===== config.mk =====
export PLATFORM = sky130hd
export DESIGN_NAME = serial_word_rx
export DESIGN_NICKNAME = d
export VERILOG_FILES = /design/src/rtl/serial_rx_pkg.sv /design/src/rtl/word_buf.sv /design/src/rtl/serial_word_rx.sv
export SDC_FILE = /design/constraint.sdc
export NUM_CORES = 1
export LEC_CHECK = 0
export ABC_AREA = 1
export BUFFER_PORTS_ARGS = -buffer_cell sky130_fd_sc_hd__buf_2
export CAP_MARGIN = 5
export CELL_PAD_IN_SITES_DETAIL_PLACEMENT = 0
export CELL_PAD_IN_SITES_GLOBAL_PLACEMENT = 1
export CORE_MARGIN = 3
export CORE_UTILIZATION = 35
export CTS_CLUSTER_SIZE = 20
export DETAILED_ROUTE_END_ITERATION = 12
export PLACE_DENSITY = 0.72
export RECOVER_POWER = 50
export SLEW_MARGIN = 10
export SYNTH_ARGS = -nofsm -noshare
export SYNTH_HDL_FRONTEND = slang
export SYNTH_SLANG_ARGS = --single-unit

===== constraint.sdc =====
create_clock -name clk -period 1.15 [get_ports clk]
set_input_delay 0.1725 -clock clk [delete_from_list [all_inputs] [get_ports clk]]
set_output_delay 0.1725 -clock clk [all_outputs]
set_load 0.02 [all_outputs]

===== src/rtl/serial_rx_pkg.sv =====
// rtl/serial_rx_pkg.sv - shared types and helpers for the serial word receiver
// Contents:
//   state_t : receiver FSM states (ST_SHIFT collects bits, ST_HOLD stalls the serial side)
//   cnt_w   : width of the bit counter for a given word width
package serial_rx_pkg;

    typedef enum logic {
        ST_SHIFT = 1'b0,
        ST_HOLD  = 1'b1
    } state_t;

    function automatic int cnt_w(input int width);
        return $clog2(width);
    endfunction

endpackage


===== src/rtl/word_buf.sv =====
// rtl/word_buf.sv - single-entry valid/ready holding register
// Ports:
//   clk, rst           : clock, asynchronous active-high reset
//   load, load_data    : write a word into the entry (caller only loads when empty or being drained)
//   out_data, out_valid: registered entry contents and occupancy
//   out_ready          : downstream accepts the entry this cycle
module word_buf
    import serial_rx_pkg::*;
#(
    parameter int WIDTH = 16
) (
    input  logic             clk,
    input  logic             rst,
    input  logic             load,
    input  logic [WIDTH-1:0] load_data,
    input  logic             out_ready,
    output logic [WIDTH-1:0] out_data,
    output logic             out_valid
);

    logic [WIDTH-1:0] data_q, data_d;
    logic             valid_q, valid_d;

    always_ff @(posedge clk or posedge rst) begin
        if (rst) begin
            data_q  <= '0;
            valid_q <= 1'b0;
        end else begin
            data_q  <= data_d;
            valid_q <= valid_d;
        end
    end

    // A load in the same cycle as an accept wins, so the entry refills without a bubble.
    always_comb begin
        data_d  = data_q;
        valid_d = valid_q;
        if (valid_q && out_ready) begin
            valid_d = 1'b0;
        end
        if (load) begin
            data_d  = load_data;
            valid_d = 1'b1;
        end
    end

    assign out_data  = data_q;
    assign out_valid = valid_q;

endmodule


===== src/rtl/serial_word_rx.sv =====
// rtl/serial_word_rx.sv - LSB-first bit-serial to parallel word deserializer
// Ports:
//   clk, rst             : clock, asynchronous active-high reset
//   ser_data, ser_valid  : serial bit input
//   ser_ready            : a bit is accepted this cycle (low only while a finished word waits)
//   ser_sync             : restart framing, dropping any partial word
//   out_data, out_valid  : assembled word, registered
//   out_ready            : downstream accepts out_data
module serial_word_rx
    import serial_rx_pkg::*;
#(
    parameter int WIDTH = 16
) (
    input  logic             clk,
    input  logic             rst,
    input  logic             ser_data,
    input  logic             ser_valid,
    output logic             ser_ready,
    input  logic             ser_sync,
    output logic [WIDTH-1:0] out_data,
    output logic             out_valid,
    input  logic             out_ready
);

    if (WIDTH < 2) begin : g_width_check
        $error("serial_word_rx: WIDTH must be at least 2");
    end

    localparam int                 CNT_W    = cnt_w(WIDTH);
    localparam logic [CNT_W-1:0]   CNT_LAST = CNT_W'(WIDTH - 1);

    state_t           state_q, state_d;
    logic [CNT_W-1:0] cnt_q, cnt_d;
    logic [WIDTH-1:0] sr_q, sr_d;

    logic             bit_accept;
    logic             word_done;
    logic             buf_free;
    logic [WIDTH-1:0] shifted;
    logic             buf_load;
    logic [WIDTH-1:0] buf_load_data;

    assign shifted    = {ser_data, sr_q[WIDTH-1:1]};
    assign bit_accept = ser_valid && ser_ready;
    // Sync takes priority: a bit arriving with sync starts a new frame, never completes one.
    assign word_done  = bit_accept && !ser_sync && (cnt_q == CNT_LAST);
    assign buf_free   = !out_valid || out_ready;

    always_ff @(posedge clk or posedge rst) begin
        if (rst) begin
            state_q <= ST_SHIFT;
            cnt_q   <= '0;
            sr_q    <= '0;
        end else begin
            state_q <= state_d;
            cnt_q   <= cnt_d;
            sr_q    <= sr_d;
        end
    end

    always_comb begin
        state_d = state_q;
        cnt_d   = cnt_q;
        sr_d    = sr_q;
        unique case (state_q)
            ST_SHIFT: begin
                if (ser_sync) begin
                    cnt_d = ser_valid ? CNT_W'(1) : '0;
                    if (ser_valid) begin
                        sr_d = shifted;
                    end
                end else if (bit_accept) begin
                    // On a stalled completion the finished word parks in sr until the buffer drains.
                    sr_d  = shifted;
                    cnt_d = (cnt_q == CNT_LAST) ? '0 : cnt_q + CNT_W'(1);
                    if (word_done && !buf_free) begin
                        state_d = ST_HOLD;
                    end
                end
            end
            ST_HOLD: begin
                if (out_valid && out_ready) begin
                    state_d = ST_SHIFT;
                    cnt_d   = '0;
                end
            end
            default: state_d = ST_SHIFT;
        endcase
    end

    always_comb begin
        ser_ready     = (state_q == ST_SHIFT);
        buf_load      = 1'b0;
        buf_load_data = shifted;
        if (state_q == ST_HOLD) begin
            buf_load      = out_valid && out_ready;
            buf_load_data = sr_q;
        end else if (word_done && buf_free) begin
            buf_load = 1'b1;
        end
    end

    word_buf #(
        .WIDTH(WIDTH)
    ) u_word_buf (
        .clk       (clk),
        .rst       (rst),
        .load      (buf_load),
        .load_data (buf_load_data),
        .out_ready (out_ready),
        .out_data  (out_data),
        .out_valid (out_valid)
    );

endmodule


Yosys cells after proc, flatten, opt, wreduce, memory -nomap -nowiden --
Cells that the tools add are included.
Word-level totals: bits of input ports 6, register bits 38, word-level logic and storage cells 44, output and inout port bits 18
Operators by class: mux-type cells 19, reductions and logical operators 14, equal/unequal tests 4, bitwise operators 1, add/subtract/negate cells 1
Operators by type and width (number):
- $mux W16 | 4
- $mux W4 | 4
- $mux W1 | 9
- $pmux W4 S2 | 1
- $logic_and A1 B1 Y1 | 6
- $add A4 B1 Y4 const B | 1
- $eq A4 B4 Y1 const B | 1
- $reduce_bool A2 Y1 | 2
- $logic_not A1 Y1 | 3
- $ne A3 B1 Y1 const B | 1
- $reduce_and A3 Y1 | 1
- $ne A2 B1 Y1 const B | 1
- $ne A2 B2 Y1 const B | 1
- $pmux W1 S2 | 1
- $reduce_and A2 Y1 | 1
- $logic_or A1 B1 Y1 | 1
- $not A1 Y1 | 1

Logic depth before layout (Yosys ltp) --
Gate-level depths: netlist of run 1.
depth after elaboration 9, gate-level depth with buffers 8, depth with buffers taken out 7

By module --
Synthesis of run 1 repeated with hierarchy kept, for this count alone.
Unflattened totals: cell total of the unflattened synthesis 226, area, all modules 1844.3 sq um
Modules (own cells, without submodules):
- serial_word_rx | instances 1, sequential area each 525.5 sq um, cells an instance 153, area an instance 1164.9 sq um
- word_buf | instances 1, sequential area each 425.4 sq um, cells an instance 73, area an instance 679.4 sq um

Least setup slack after synthesis of run 1 --
Ideal clock, no wire load.
kind register -> register, start point reg cnt_q[0], end point reg u_word_buf.data_q[8] (netlist: u_word_buf.out_data[8]), slack -0.082 ns, data arrival time 1.113 ns, setup time 0.119 ns, period minus slack after synthesis 1.232 ns, cell stages (with the launch flop) 8, path buffers 1, path through dfrtp_1 > ha_1 > nand3_2 > inv_1 > nand3_4 > buf_6 > nand3_1 > nand2_1
Between the ends: cells in the longest elaborated chain, start to end 5
RTL lines:
- start: declaration | line serial_word_rx.sv:33 | logic [CNT_W-1:0] cnt_q, cnt_d;
- start signal: assignment | line serial_word_rx.sv:56 | cnt_q <= cnt_d;
- $eq A4 B4 Y1 | line serial_word_rx.sv:46 | assign word_done = bit_accept && !ser_sync && (cnt_q == CNT_LAST);
- $logic_and A1 B1 Y1 | line serial_word_rx.sv:46
- $logic_and A1 B1 Y1 | line serial_word_rx.sv:98 | end else if (word_done && buf_free) begin
- $mux W1 | line serial_word_rx.sv:98
- $mux W1 | line serial_word_rx.sv:95 | if (state_q == ST_HOLD) begin
- end signal: assignment | line word_buf.sv:29 | data_q <= data_d;
- end: declaration | line word_buf.sv:21 | logic [WIDTH-1:0] data_q, data_d;
No other way between the ends. A chain may end at the register's enable or synchronous reset.

Worst setup path after layout of run 1 --
start point reg state_q, end point reg u_word_buf.data_q[5] (netlist: u_word_buf.out_data[5])
Between the ends: cells in the longest elaborated chain, start to end 7, elaborated cells between the ends (all ways) 8
RTL lines:
- start: declaration | line serial_word_rx.sv:32 | state_t state_q, state_d;
- start signal: assignment | line serial_word_rx.sv:55 | state_q <= state_d;
- $not A1 Y1 (no line)
- $logic_and A1 B1 Y1 | line serial_word_rx.sv:44 | assign bit_accept = ser_valid && ser_ready;
- $logic_and A1 B1 Y1 (2 in a row) | line serial_word_rx.sv:46
- $logic_and A1 B1 Y1 | line serial_word_rx.sv:98
- $mux W1 | line serial_word_rx.sv:98
- $mux W1 | line serial_word_rx.sv:95
Several ways; a longest one is shown, not always the timed one.

==> flow_summary.yaml, run 1 <==
run_status:
  status: "finished with violations"
  failed_checks: "setup timing"
worst_hold_path:
  worstHoldStart: "ser_data"
  hold_path.class: "input pin to register"
finish:
  drive_above_1_share_pct: 29.74
  final_cell_mix: "nand2_1 (58), dfrtp_1 (36), o21ai_0 (30)"
  final_common_cell: "nand2_1"
  final_area_um2: 2424
  antennaDiodeCount: 0
  instances_no_fill: 336
  nets: 275
  area_delta_synth_final_pct: 31.32
clocking:
  cts_tree: "yes"
  clk_transition_reported_paths_ps: 70
  cts_made_buffers: 5
  htreeDepth: 2
  clk_latency_ps: 280
  clk_path_buf_depth: 2
  root_buffer: "clkbuf_8"
  cts_sinks: 38
drt:
  m1WireLength_um: 2083
  drt_iter0_drc: 71
  highest_layer: "met4"
  via_count: 1522
  wl_um: 3913
  wire_per_inst_um: 11.65
  ant_nets: 0
  drcViolationCount: 0
  first_pass_iters: 4
  viasPerCell: 4.530
  wl_met3_um: 125
  wl_met2_um: 1650
floorplanning:
  die-width_um: 78.62
  row_count: 25
  die_area_um2: 6180
  io_pins: 24
  core-area_um2: 4911
  start_util_pct: 37.58
  die_h_um: 78.62
yosys:
  synth-simple-area-share_pct: 27.32
  synthCells: 225
  synth_xor_xnor_area_share_pct: 0
  synthAdderAreaFrac_pct: 0.6780
  yosys-mux-area-fraction_pct: 0
  ys_warn_count: 0
  ys_types: 22
  ys_ff_latch: 38
  syn_area_per_cell_um2: 8.202
  synth-compound-area-share_pct: 11.19
  syn-num-nets: 232
  synth_top_family_by_area: "simple AND/OR/NAND/NOR gates"
  syn_area_um2: 1846
  ys_seq_area_share_pct: 51.53
power:
  p_per_area_nw_per_um2: 1152
  p_leak_nw: 1.195
  switching_power_mw: 0.7235
  swShare_pct: 25.90
  seqPwrFrac_pct: 54.3
  irDropWorstVdd_uv: 494.5
  combPwrFrac_pct: 12.6
  internal-power_mw: 2.069
  clockPowerShare_pct: 33.1
run:
  cap_violations: 0
placement:
  dp_hpwl_um: 2712
  io_buffers: 23
  gp_congestion: 0.7191
  dpl_cell_area_um2: 2200
  place_inst: 323
sta:
  fmax_mhz: 809.9
  hold_viol_final: 0
  final_max_slew_viol_count: 0
  fin_tns_setup_ps: -1262
  fin_worst_skew_ps: 5.800
  fin_crit_sh_pct: 107.4
  max-slew-margin-rel_pct: 65.01
  worst_slew_pin_slew_ps: 524.9
  setup_viol_count_final: 19
  fin_ws_ps: -84.75
  rsz0062_at_grt: "yes"
  fin_crit_ps: 1235
worst_setup_path:
  crit_fanout: 8
  cp.arrival_ps: 1410
  endpoint_kind: "register"
  cp_data_required_time_ps: 1330
  path_class: "register to register"
  startpoint: "state_q"
  start_kind: "register"
  timing.rr.start: "state_q"
global_routing:
  grtUsageTotal_pct: 14.14
  antenna_found_initial: 0
  grt_overflow: 0
  grt_pass1_vias: 1357
  grt_max_degree: 39
  grt_pass1_wl_um: 6789
worst paths after layout:
path,slack [ps],depth (start not counted),to
max in group asynchronous,180,4,state_q
setup reg to reg,-80,6,u_word_buf.out_data[5]
setup / recovery,-80,6,u_word_buf.out_data[5]
hold reg to reg,490,2,sr_q[0]
hold / removal,170,3,sr_q[15]
min in group asynchronous,580,4,u_word_buf.out_data[6]
critical path, cell delays in order, from the launching register on:
cell     delay [ps]
dfrtp_2         480
inv_8           100
nand2_8          50
nor2_4          190
nand3_4         160
nand3_2         110
nand2_2          50
routing by layer:
metal	up-vias	GRT usage [%]
li1	817	-
met5	-	0
met3	4	3.211
met2	23	19.27
met4	0	5.245
met1	678	21.50
flip-flops by register name, summed over array words and instances, names as in the netlist:
register,flops
cnt_q,4
sr_q,16
state_q,1
u_word_buf.out_data,16
u_word_buf.out_valid,1
repair_timing:
| action | in CTS | in global routing |
|---|---|---|
| cloned | 1 | 0 |
| resized for setup | 17 | 16 |
| hold endpoints to repair | 38 | 0 |
| pin swaps | 3 | 6 |
| setup buffers | 1 | 3 |
| hold buffers | 1 | 0 |
| endpoints found under the setup margin | 39 | 25 |
cells in the mapped netlist:
library cell / count / area, µm²
nand4_1: 1 / 6.260
clkbuf_1: 2 / 7.510
a21oi_1: 1 / 5.000
nand2_4: 1 / 11.26
buf_6: 2 / 22.52
nand3_2: 1 / 10.01
o21ai_4: 1 / 16.27
ha_1: 1 / 12.51
o21ai_0: 36 / 180.2
nand3_1: 36 / 180.2
nand2_2: 1 / 6.260
buf_2: 5 / 25.02
nand3_4: 1 / 17.52
buf_4: 2 / 15.01
inv_1: 24 / 90.09
inv_8: 1 / 11.26
nand2_1: 63 / 236.5
nor2_4: 1 / 11.26
or2_2: 1 / 6.260
nor2_1: 5 / 18.77
dfrtp_1: 38 / 950.9
o21ai_1: 1 / 5.000
area by class of cell:
| cell class | instances | area, µm² |
|---|---|---|
| Sequential cell | 38 | 953.4 |
| Fill cell | 499 | 2487 |
| Timing Repair Buffer | 46 | 364.1 |
| Inverter | 25 | 101.3 |
| Clock buffer | 7 | 86.33 |
| Clock inverter | 1 | 5.005 |
| Multi-Input combinational cell | 152 | 829.5 |
| Tap cell | 67 | 83.83 |
kinds of logic (layout without fill, tap and decap cells):
group | after synthesis | in the layout
AOI/OAI and AO/OA | 39 | 39
and+or+nand+nor | 111 | 112
buffers and inverters | 36 | 79
adders and majority gates | 1 | 1
DFF | 38 | 38
power groups by stage:
| stage | clock [mW] | combinational, mW | sequential (mW) |
|---|---|---|---|
| 6_report | 0.924 | 0.353 | 1.52 |
| 5_1_grt | 1.03 | 0.411 | 1.53 |
| 4_1_cts | 0.962 | 0.337 | 1.51 |
| 3_5_place_dp | 0 | 0.324 | 1.54 |
| 3_3_place_gp | 0 | 0.326 | 1.54 |
| 2_1_floorplan | 0 | 0.205 | 1.53 |
per-stage QoR:
step	util, %	setup WS [ps]	total power, mW	hold slack (ps)
after floorplan	-	-54.68	1.732	333.4
after global placement	44.79	-110.8	1.862	239.5
after detailed placement	44.79	-111.6	1.859	246.8
after CTS	48.33	-86.69	2.810	168.4
after global routing	49.35	-157.7	2.971	226.0
final	49.35	-84.75	2.793	173.8
Power figures use the tool's default switching activity.
==> run 2: changes to the inputs <==
Settings changed: HOLD_SLACK_MARGIN set to 0.1, PLACE_DENSITY 0.72 to 0.7.
Clock period 1.15 ns to 1.2 ns, I/O delays scaled along.
==> flow_summary.yaml, run 2 (same netlist as run 1, synthesis figures left out) <==
run_status:
  status: "finished with violations"
  failed_checks: "setup timing"
worst_setup_path:
  start_kind: "register"
  slowest_delay_ps: 460
  slowest_stage: "dfrtp_2"
  path_class: "register to register"
  crit_fanout: 8
  endpoint_kind: "register"
  cp_cell_sequence: "inv_8 -> nand2_8 -> nor2_4 -> nand3_4 -> nand3_1 -> nand2_1"
  crit_end: "u_word_buf.out_data[4]"
  startpoint: "state_q"
  cp_data_required_time_ps: 1390
  rrSetupSlack_ps: -20
  r2r_end: "u_word_buf.out_data[4]"
  cp.arrival_ps: 1420
  r2r_cells: 6
  timing.rr.start: "state_q"
sta:
  setup_viol_count_final: 13
  fin_tns_setup_ps: -177.7
  max-slew-margin-rel_pct: 64.51
  worst_slew_pin_slew_ps: 532.4
  fmax_mhz: 817.0
  fin_ws_ps: -23.94
  fin_worst_skew_ps: 8.435
  fin_crit_ps: 1224
  rsz0062_at_grt: "yes"
  hold_viol_final: 0
  final_max_slew_viol_count: 0
  fin_crit_sh_pct: 102.0
clocking:
  htreeDepth: 2
  cts_tree: "yes"
  clk_path_buf_depth: 2
  cts_made_buffers: 5
  clk_transition_reported_paths_ps: 80
  root_buffer: "clkbuf_8"
  clk_latency_ps: 290
  cts_sinks: 38
drt:
  wire_per_inst_um: 12.21
  first_pass_iters: 4
  m1WireLength_um: 2143
  ant_nets: 0
  drcViolationCount: 0
  viasPerCell: 4.566
  highest_layer: "met4"
  wl_met3_um: 146
  wl_met2_um: 1728
  drt_iter0_drc: 85
  via_count: 1516
  wl_um: 4055
global_routing:
  grt_max_degree: 39
  grt_pass1_vias: 1533
  grtUsageTotal_pct: 15.05
  grt_pass1_wl_um: 7307
  grt_overflow: 0
  antenna_found_initial: 0
finish:
  antennaDiodeCount: 0
  area_delta_synth_final_pct: 29.97
  final_area_um2: 2399
  nets: 271
  final_common_cell: "nand2_1"
  instances_no_fill: 332
  drive_above_1_share_pct: 28.30
  final_cell_mix: "nand2_1 (62), dfrtp_1 (36), o21ai_0 (30)"
floorplanning:
  core-area_um2: 4911
  die_area_um2: 6180
  io_pins: 24
  die-width_um: 78.62
  start_util_pct: 37.58
  row_count: 25
  die_h_um: 78.62
placement:
  dp_hpwl_um: 2784
  io_buffers: 23
  gp_congestion: 0.7480
  dpl_cell_area_um2: 2165
  place_inst: 320
power:
  p_leak_nw: 1.170
  p_per_area_nw_per_um2: 1197
  finalPower_mw: 2.871
  irDropWorstVdd_uv: 481.7
run:
  cap_violations: 0
worst_hold_path:
  hold_path.class: "input pin to register"
[run 2: cell types whose count changed in the layout (fill, tap and decap cells not counted), sizes merged]
| cell | previous run | this run |
|---|---|---|
| bufinv | 0 | 1 |
| clkinvlp | 0 | 2 |
| clkbuf | 8 | 6 |
| buf | 44 | 40 |
| clkinv | 1 | 0 |
[run 2: power breakdown]
| group | internal [mW] | switching, mW | total [mW] |
|---|---|---|---|
| Sequential | 1.38 | 0.0754 | 1.45 |
| Combinational | 0.128 | 0.188 | 0.316 |
| Clock | 0.618 | 0.484 | 1.10 |
[run 2: through the flow]
stage / utilization (%) / hold slack [ps] / setup slack (ps)
after detailed placement: 44.08 / 245.7 / -61.32
after floorplan: - / 340.9 / -4.684
after CTS: 48.51 / 205.4 / -25.14
after global routing: 48.84 / 208.0 / -114.9
after global placement: 44.08 / 250.3 / -51.27
final: 48.84 / 195.8 / -23.94
[run 2: final cells by class]
cell class | count | area [µm²]
clock inverter | 3 | 45.04
fill | 493 | 2512
multi-input combinational | 152 | 832.0
timing repair buffer | 42 | 311.5
clock buffer | 5 | 68.82
inverter | 25 | 103.9
tap | 67 | 83.83
sequential | 38 | 953.4
[run 2: per-layer routing]
| metal | vias up | global-route usage [%] |
|---|---|---|
| met3 | 4 | 4.587 |
| met2 | 28 | 22.50 |
| met4 | 0 | 3.671 |
| met5 | - | 0 |
| met1 | 678 | 21.20 |
| li1 | 806 | - |
[run 2: how the worst min path moves through the flow]
stage,depth (start not counted),from,endpoint
after detailed placement,3,rst,u_word_buf.out_valid
after global routing,3,ser_data,sr_q[15]
final,3,ser_data,sr_q[15]
after floorplan,2,ser_data,sr_q[15]
after global placement,3,rst,cnt_q[3]
after CTS,3,ser_data,sr_q[15]
[run 2: worst max-delay path: cells and delay by family (launching register included)]
kind | cells | cell delay [ps]
flip-flops | 1 | 460
AND/OR/NAND/NOR | 5 | 580
buffers and inverters | 1 | 90
[run 2: what timing repair did]
item                                   in CTS  in global routing
gates resized for setup                    19                  9
gates cloned                                1                  0
setup buffers                               2                  0
pin swaps                                   5                  1
endpoints found under the hold margin      38                  0
hold buffers                                1                  0
setup endpoints to repair                  18                 25
==> run 3: changes to the inputs <==
Settings changed: MAX_ROUTING_LAYER set to met4.
==> flow_summary.yaml, run 3 (same netlist as run 1, synthesis figures left out) <==
sta:
  max-slew-margin-rel_pct: 64.35
  fin_worst_skew_ps: 8.444
  fin_ws_ps: -24.77
  fmax_mhz: 816.5
  rsz0062_at_grt: "yes"
  final_max_slew_viol_count: 0
  setup_viol_count_final: 13
  fin_crit_sh_pct: 102.1
  fin_crit_ps: 1225
  hold_viol_final: 0
  worst_slew_pin_slew_ps: 534.8
finish:
  drive_above_1_share_pct: 28.30
  final_common_cell: "nand2_1"
  area_delta_synth_final_pct: 29.97
  nets: 271
  antennaDiodeCount: 0
  final_util_pct: 48.84
  final_cell_mix: "nand2_1 (62), dfrtp_1 (36), o21ai_0 (30)"
  num-fill-cells: 493
global_routing:
  grt_overflow: 0
  grt_pass1_wl_um: 7272
  grt_pass1_vias: 1541
  antenna_found_initial: 0
  grtUsageTotal_pct: 15.33
  grt_max_degree: 39
worst_setup_path:
  start_kind: "register"
  startpoint: "state_q"
  path_class: "register to register"
  endpoint_kind: "register"
  timing.rr.start: "state_q"
  cp.arrival_ps: 1420
  cp_data_required_time_ps: 1390
  crit_fanout: 8
clocking:
  clk_transition_reported_paths_ps: 80
  root_buffer: "clkbuf_8"
  clk_latency_ps: 290
  cts_made_buffers: 5
  cts_sinks: 38
  cts_tree: "yes"
  clk_path_buf_depth: 2
  htreeDepth: 2
run_status:
  status: "finished with violations"
  failed_checks: "setup timing"
placement:
  dp_slack_ps: -61.32
  io_buffers: 23
  gp_congestion: 0.7575
  dp_hpwl_um: 2784
drt:
  first_pass_iters: 4
  via_count: 1539
  wl_um: 4049
  drt_iter0_drc: 80
  drcViolationCount: 0
  wire_per_inst_um: 12.20
  viasPerCell: 4.636
  ant_nets: 0
floorplanning:
  die-width_um: 78.62
  row_count: 25
  die_h_um: 78.62
  io_pins: 24
  die_area_um2: 6180
  core-area_um2: 4911
  start_util_pct: 37.58
power:
  combPwrFrac_pct: 11.0
  p_leak_nw: 1.170
  finalPower_mw: 2.870
  seqPwrFrac_pct: 50.7
  irDropWorstVdd_uv: 481.4
  p_per_area_nw_per_um2: 1196
  internal-power_mw: 2.124
  switching_power_mw: 0.7460
  swShare_pct: 26.00
  clockPowerShare_pct: 38.3
worst_hold_path:
  worstHoldStart: "ser_data"
  hold_path.class: "input pin to register"
run:
  cap_violations: 0
[run 3: per-layer routing]
metal / track usage [%] / vias up / wire length, µm
li1: - / 806 / -
met1: 21.06 / 700 / 2132
met2: 22.50 / 27 / 1730
met3: 3.211 / 6 / 134
met4: 5.245 / 0 / 52
met5: - / - / 0
[run 3: worst paths after layout]
check,slack [ps],end,cells past startpoint
min,200,sr_q[15],3
max,-20,u_word_buf.out_data[4],6
min in group asynchronous,600,u_word_buf.out_valid,4
max in group asynchronous,210,state_q,4
max reg2reg,-20,u_word_buf.out_data[4],6
min reg2reg,490,sr_q[0],2
[run 3: cell type report]
cell class,instances,area (µm²),area share [%]
clock buffer,5,68.82,2.869
clock inverter,3,45.04,1.878
inverter,25,103.9,4.330
multi-input combinational,152,832.0,34.69
sequential,38,953.4,39.75
tap,67,83.83,3.495
timing repair buffer,42,311.5,12.99
[run 3: per-stage QoR]
stage	hold WS, ps	cells	cell area [µm²]	TNS (ps)
finish	199.5	332	2399	-175.6
global route	213.2	332	2399	-1903
CTS	205.4	332	2382	-215.6
detailed placement	245.7	320	2165	-918.8
global placement	250.3	320	2165	-716.0
floorplan	340.9	225	1869	-7.895
[run 3: what timing repair did]
action	4_1_cts	5_1_grt
hold buffers	1	0
resized for setup	19	9
cloned	1	0
endpoints found under the hold margin	38	0
setup buffers	2	0
endpoints found under the setup margin	18	24
pin swaps	5	1
[run 3: power groups by stage]
stage                     Clock (mW)  Sequential, mW  Combinational (mW)
after floorplan                    0            1.46               0.197
after global placement             0            1.47               0.304
after detailed placement           0            1.47               0.304
after CTS                       1.13            1.45               0.324
after global routing            1.18            1.47               0.375
final                           1.10            1.45               0.316
[run 3: worst max-delay path, cell delays in order (launching register included)]
cell,delay [ps]
dfrtp_2,460
inv_8,90
nand2_8,50
nor2_4,180
nand3_4,180
nand3_1,120
nand2_1,50
